===== config.mk =====
export PLATFORM = sky130hd
export DESIGN_NAME = esn_readout
export DESIGN_NICKNAME = d
export VERILOG_FILES = /design/src/rtl/esn_readout.sv
export SDC_FILE = /design/constraint.sdc
export NUM_CORES = 2
export LEC_CHECK = 0
export ABC_AREA = 1
export CORE_ASPECT_RATIO = 0.5
export CORE_MARGIN = 2
export CORE_UTILIZATION = 49
export CTS_BUF_LIST = sky130_fd_sc_hd__clkbuf_16
export CTS_CLUSTER_DIAMETER = 100
export DETAILED_ROUTE_END_ITERATION = 7
export GPL_TIMING_DRIVEN = 0
export PLACE_DENSITY = 0.68
export RECOVER_POWER = 100
export SETUP_SLACK_MARGIN = 0.5
export SLEW_MARGIN = 10
export SYNTH_ARGS = -nofsm -noshare
export SYNTH_HDL_FRONTEND = slang
export SYNTH_SLANG_ARGS = --single-unit

===== constraint.sdc =====
create_clock -name clk -period 14.4 [get_ports clk]
set_clock_uncertainty 0.2 [all_clocks]
set_input_delay 2.88 -clock clk [delete_from_list [all_inputs] [get_ports clk]]
set_output_delay 2.88 -clock clk [all_outputs]
set_load 0.05 [all_outputs]

===== src/rtl/esn_readout.sv =====
// Echo state network readout: y = bias + sum(w[i]*x[i]), one shared MAC.
// Optional ESN_READOUT_SATCNT_EN adds a saturating clip counter port sat_cnt.
module esn_readout #(
  parameter int WIDTH  = 16,
  parameter int NSTATE = 8,
  parameter int FRAC   = 12,
  parameter int AW     = 4
) (
  input  logic                     clk,
  input  logic                     rst,
  input  logic [NSTATE*WIDTH-1:0]  xstate,
  input  logic                     x_valid,
  output logic                     x_ready,
  input  logic                     wr_en,
  input  logic [AW-1:0]            wr_addr,
  input  logic [WIDTH-1:0]         wr_data,
  output logic                     wr_drop,
  output logic [WIDTH-1:0]         y,
  output logic                     y_valid
`ifdef ESN_READOUT_SATCNT_EN
  ,
  output logic [15:0]              sat_cnt
`endif
);

  localparam int ACCW = 2*WIDTH + $clog2(NSTATE+1) + 1;
  localparam int IW   = (NSTATE > 1) ? $clog2(NSTATE) : 1;

  localparam logic signed [ACCW-1:0] HALF = ACCW'(1) << (FRAC-1);
  localparam logic signed [ACCW-1:0] YMAX =
    {{(ACCW-WIDTH+1){1'b0}}, {(WIDTH-1){1'b1}}};
  localparam logic signed [ACCW-1:0] YMIN = ~YMAX;

  typedef enum logic [1:0] {
    IDLE,
    MAC,
    ROUND
  } state_t;

  state_t                  state;
  logic signed [WIDTH-1:0] w  [NSTATE];
  logic signed [WIDTH-1:0] xs [NSTATE];
  logic signed [WIDTH-1:0] bias;
  logic signed [ACCW-1:0]  acc;
  logic [IW-1:0]           idx;

  logic                    hs;
  logic                    wr_hit;
  logic                    wr_ok;
  logic signed [2*WIDTH-1:0] prod;
  logic signed [ACCW-1:0]  sum;
  logic signed [ACCW-1:0]  rnd;
  logic [WIDTH-1:0]        ysat;
  logic                    clip;

  assign hs     = x_valid && x_ready;
  assign wr_hit = wr_en && (wr_addr <= AW'(NSTATE));
  assign wr_ok  = wr_hit && (state == IDLE) && !hs;
  assign prod   = xs[idx] * w[idx];

  // Round half up, then clip to the signed output range.
  always_comb begin
    sum  = acc + HALF;
    rnd  = sum >>> FRAC;
    clip = 1'b0;
    ysat = rnd[WIDTH-1:0];
    if (rnd > YMAX) begin
      clip = 1'b1;
      ysat = YMAX[WIDTH-1:0];
    end else if (rnd < YMIN) begin
      clip = 1'b1;
      ysat = YMIN[WIDTH-1:0];
    end
  end

  always_ff @(posedge clk or posedge rst) begin
    if (rst) begin
      state   <= IDLE;
      x_ready <= 1'b1;
      y       <= '0;
      y_valid <= 1'b0;
      wr_drop <= 1'b0;
      acc     <= '0;
      idx     <= '0;
      bias    <= '0;
      for (int i = 0; i < NSTATE; i++) begin
        w[i]  <= '0;
        xs[i] <= '0;
      end
`ifdef ESN_READOUT_SATCNT_EN
      sat_cnt <= '0;
`endif
    end else begin
      y_valid <= 1'b0;
      if (wr_hit) begin
        if (!wr_ok)
          wr_drop <= 1'b1;
        else if (wr_addr == AW'(NSTATE))
          bias <= wr_data;
        else
          w[wr_addr[IW-1:0]] <= wr_data;
      end
      unique case (state)
        IDLE: begin
          if (hs) begin
            for (int i = 0; i < NSTATE; i++)
              xs[i] <= xstate[i*WIDTH +: WIDTH];
            acc <= {{(ACCW-WIDTH){bias[WIDTH-1]}}, bias} << FRAC;
            idx     <= '0;
            x_ready <= 1'b0;
            state   <= MAC;
          end
        end
        MAC: begin
          acc <= acc + {{(ACCW-2*WIDTH){prod[2*WIDTH-1]}}, prod};
          idx <= idx + 1'b1;
          if (idx == IW'(NSTATE-1))
            state <= ROUND;
        end
        ROUND: begin
          y       <= ysat;
          y_valid <= 1'b1;
          x_ready <= 1'b1;
          state   <= IDLE;
`ifdef ESN_READOUT_SATCNT_EN
          if (clip && sat_cnt != 16'hFFFF)
            sat_cnt <= sat_cnt + 16'd1;
`endif
        end
        default: state <= IDLE;
      endcase
    end
  end

endmodule

==> results.yml <==
place:
  detailed_place_hpwl_um: 76000
  place.gp.congestion: 0.989
  pre_cts_slack_ps: 3890
  number_of_placed_instances_with_taps_included: 4666
  portBuffers: 170
yosys:
  netlist-cell-type-count: 53
  post-synth-top-count-cell: "nand2_1"
  synth_nets: 4260
  largest_cells_by_area_after_synthesis: "dfrtp_1 (29%), fa_1 (19%), nand2_1 (12%)"
  synth.largest_area_cell: "dfrtp_1"
  ys_seq_elements: 333
  yosys_warnings: 0
  seq_area_frac_synth: 0.295
  syn_area_per_cell_um2: 7.59
  synth.cells.most_frequent: "nand2_1 (937), inv_1 (627), nor2_1 (394), o21ai_0 (360), dfrtp_1 (332)"
  mappedNetlistArea_um2: 28300
  synth.top_cell.area_share: 0.294
  synth_async_sr_flop_share: 1.00
  synthesis.instances: 3724
  number_of_enable_type_register_cells_in_the_synthesized_netlist: 0
  synth_top_flop_cell: "dfrtp_1"
grt:
  grt_start_max_net_pins: 109
  grtUsageTotal: 0.324
  first_global_vias: 25500
  antenna_found_initial: 3
  globalRouteOverflowTotal: 0
  grt_first_pass_wirelength_um: 147000
worst_setup_path:
  worst-endpoint-arrival_ps: 11740
  timing.critical_path.mode_cell: "inv_1"
  critical-path-slowest-cell: "o21ai_0"
  worstRegToRegCells: 42
  timing_worst_setup_path_type: "register to register"
  worst-path-stages: 42
  worstPathBufferInverterCount: 13
  worstSetupStartpointType: "register"
  worstPathRequired_ps: 14690
  largest_delay_share_family_worst_path: "adder cells"
  crit_end_category: "register"
  critical_path_peak_fanout: 10
  slowest_delay_ps: 1020
sta:
  final-hold-violation-count: 0
  final.period_utilization: 0.795
  layout_setup_ws_ps: 2950
  setup_total_negative_slack_ps: 0
  final_period_minus_worst_setup_slack_ps: 11450
  report.final.slew_viol_count: 242
  max_freq_ghz: 0.0874
  setup_violations: 0
  timing_worst_slew_pin_value_ps: 5690
  rsz0062_at_grt: "false"
  slew_headroom: -2.79
floorplan:
  floorplan.initialDensity: 0.495
  floorplan.rows: 62
  floorplan.die.height_um: 174
  core_area_um2: 57200
  die_area_um2: 59800
  i_o_pin_cnt: 171
  floorplan.die.width_um: 344
clocking:
  tritoncts: "yes"
  post_cts_resized: 0
  cts.reportedPaths.clkPinSlew_ps: 70
  hold_buffers: 0
  htree_num_levels: 2
  cts_root_buf: "clkbuf_16"
  clock_buffer_depth: 3
  clock_insertion_delay_worst_skew_ps: 580
  clock_sinks: 333
  total_cts_buffers: 35
  cts_post_setup_buffers_inserted: 0
hold_path:
  number_of_cells_on_the_worst_hold_path: 2
  path_category_of_the_worst_min_delay_check: "register to register"
status:
  violated_checks: "max-capacitance violations, max-slew violations"
  status: "finished, violations left"
cells_and_area:
  area.growth.synth_to_final_pct: 13.4
  postLayoutCoreUtil: 0.561
  finish.net_count: 4471
  final_cell_count_no_fill: 4730
  share_of_final_layout_standard_cells_stronger_than_drive_strength_1: 0.0399
route:
  drt_iter0_drc: 2557
  routed-via-count: 25800
  routedWlPerCell_um: 20.2
  drt_wl_total_um: 95700
  ant_nets: 0
  drc: 0
  dr.pass1.iters: 6
  avgViaCountPerCell: 5.46
run:
  cap_viol_max_count: 3
-- per-stage QoR --
stage | hold slack, ps | cell area (µm²)
after floorplan | 237 | 28300
after global placement | 250 | 30900
after detailed placement | 253 | 31000
after CTS | 268 | 32200
after global routing | 288 | 32000
final | 265 | 32100
-- layout by cell type, fill, tap and decap left out, types with 5 or more instances in the layout --
master           instances
fa_1                   263
o21ai_1                  8
a21oi_1                220
clkbuf_16               35
nand4_1                 21
a31oi_1                  6
a21o_1                   6
nor4_1                   6
nand3_2                 21
dfrtp_1                332
clkbuf_1                98
nor2_2                   5
nor3_1                  19
inv_2                   11
nand2_2                  6
buf_2                   33
o22ai_1                  5
inv_1                  633
dlygate4sd3_1           22
o21ai_0                366
ha_1                   121
o21bai_1                 8
xor2_1                  37
xnor2_1                 15
clkinv_1                10
clkdlybuf4s50_1        148
nor2_1                 396
nand2_1                938
o21ai_2                 14
o211ai_1                 9
nand3_1                 93
-- flip-flops by register name (all words and copies together), names as in the netlist --
register / flops
state: 2
x_ready: 1
idx: 3
y_valid: 1
y: 16
w: 128
acc: 37
bias: 16
wr_drop: 1
xs: 128
-- layout make-up --
class | instances | area (µm²)
Buffer | 136 | 583
Fill cell | 5416 | 25100
Sequential cell | 333 | 8330
Clock inverter | 27 | 280
Timing Repair Buffer | 174 | 1740
Clock buffer | 35 | 876
Multi-Input combinational cell | 2612 | 16900
Tap cell | 768 | 961
Antenna cell | 2 | 5.00
Inverter | 643 | 2410
-- path summary, 6_finish.rpt --
kind | from | end | slack, ps
setup reg to reg | idx[1]$_DFFE_PP0P_ | acc[36]$_DFFE_PP0P_ | 2950
hold / removal | xs[21]$_DFFE_PP0P_ | xs[21]$_DFFE_PP0P_ | 270
min in group asynchronous | rst | w[8]$_DFFE_PP0P_ | 3160
setup / recovery | idx[1]$_DFFE_PP0P_ | acc[36]$_DFFE_PP0P_ | 2950
max in group asynchronous | rst | xs[19]$_DFFE_PP0P_ | 4610
hold reg to reg | xs[21]$_DFFE_PP0P_ | xs[21]$_DFFE_PP0P_ | 270
-- per-layer routing --
metal  part of all wire  track usage  up-vias
met2               0.44        0.500     1061
li1                   -            -    12000
met3              0.096       0.0760      186
met5            0.00011            0        -
met4              0.030       0.0919        2
met1               0.44        0.456    12600
-- logic make-up (layout without fill, tap and decap cells) --
kind of cell,after synthesis,after routing,share of synthesized area
AOI/OAI and AO/OA,656,656,0.122
xor gates and xnor gates,53,53,0.0167
adders and majority gates,384,384,0.240
buffers and inverters,779,1015,0.107
DFF,333,333,0.295
other,0,2,0
and+or+nand+nor,1519,1519,0.220
-- worst reg2reg max path, delay by kind of cell (launching register included) --
kind | cells | cell delay [ps]
xor+xnor | 1 | 170
compound gates | 9 | 2930
simple gates | 11 | 1390
buf+inv | 13 | 2600
fa+ha+maj | 8 | 3740
flops | 1 | 350
Power is not shown: default switching activity piles up to over one toggle a cycle in this logic, so the estimate is an artifact.
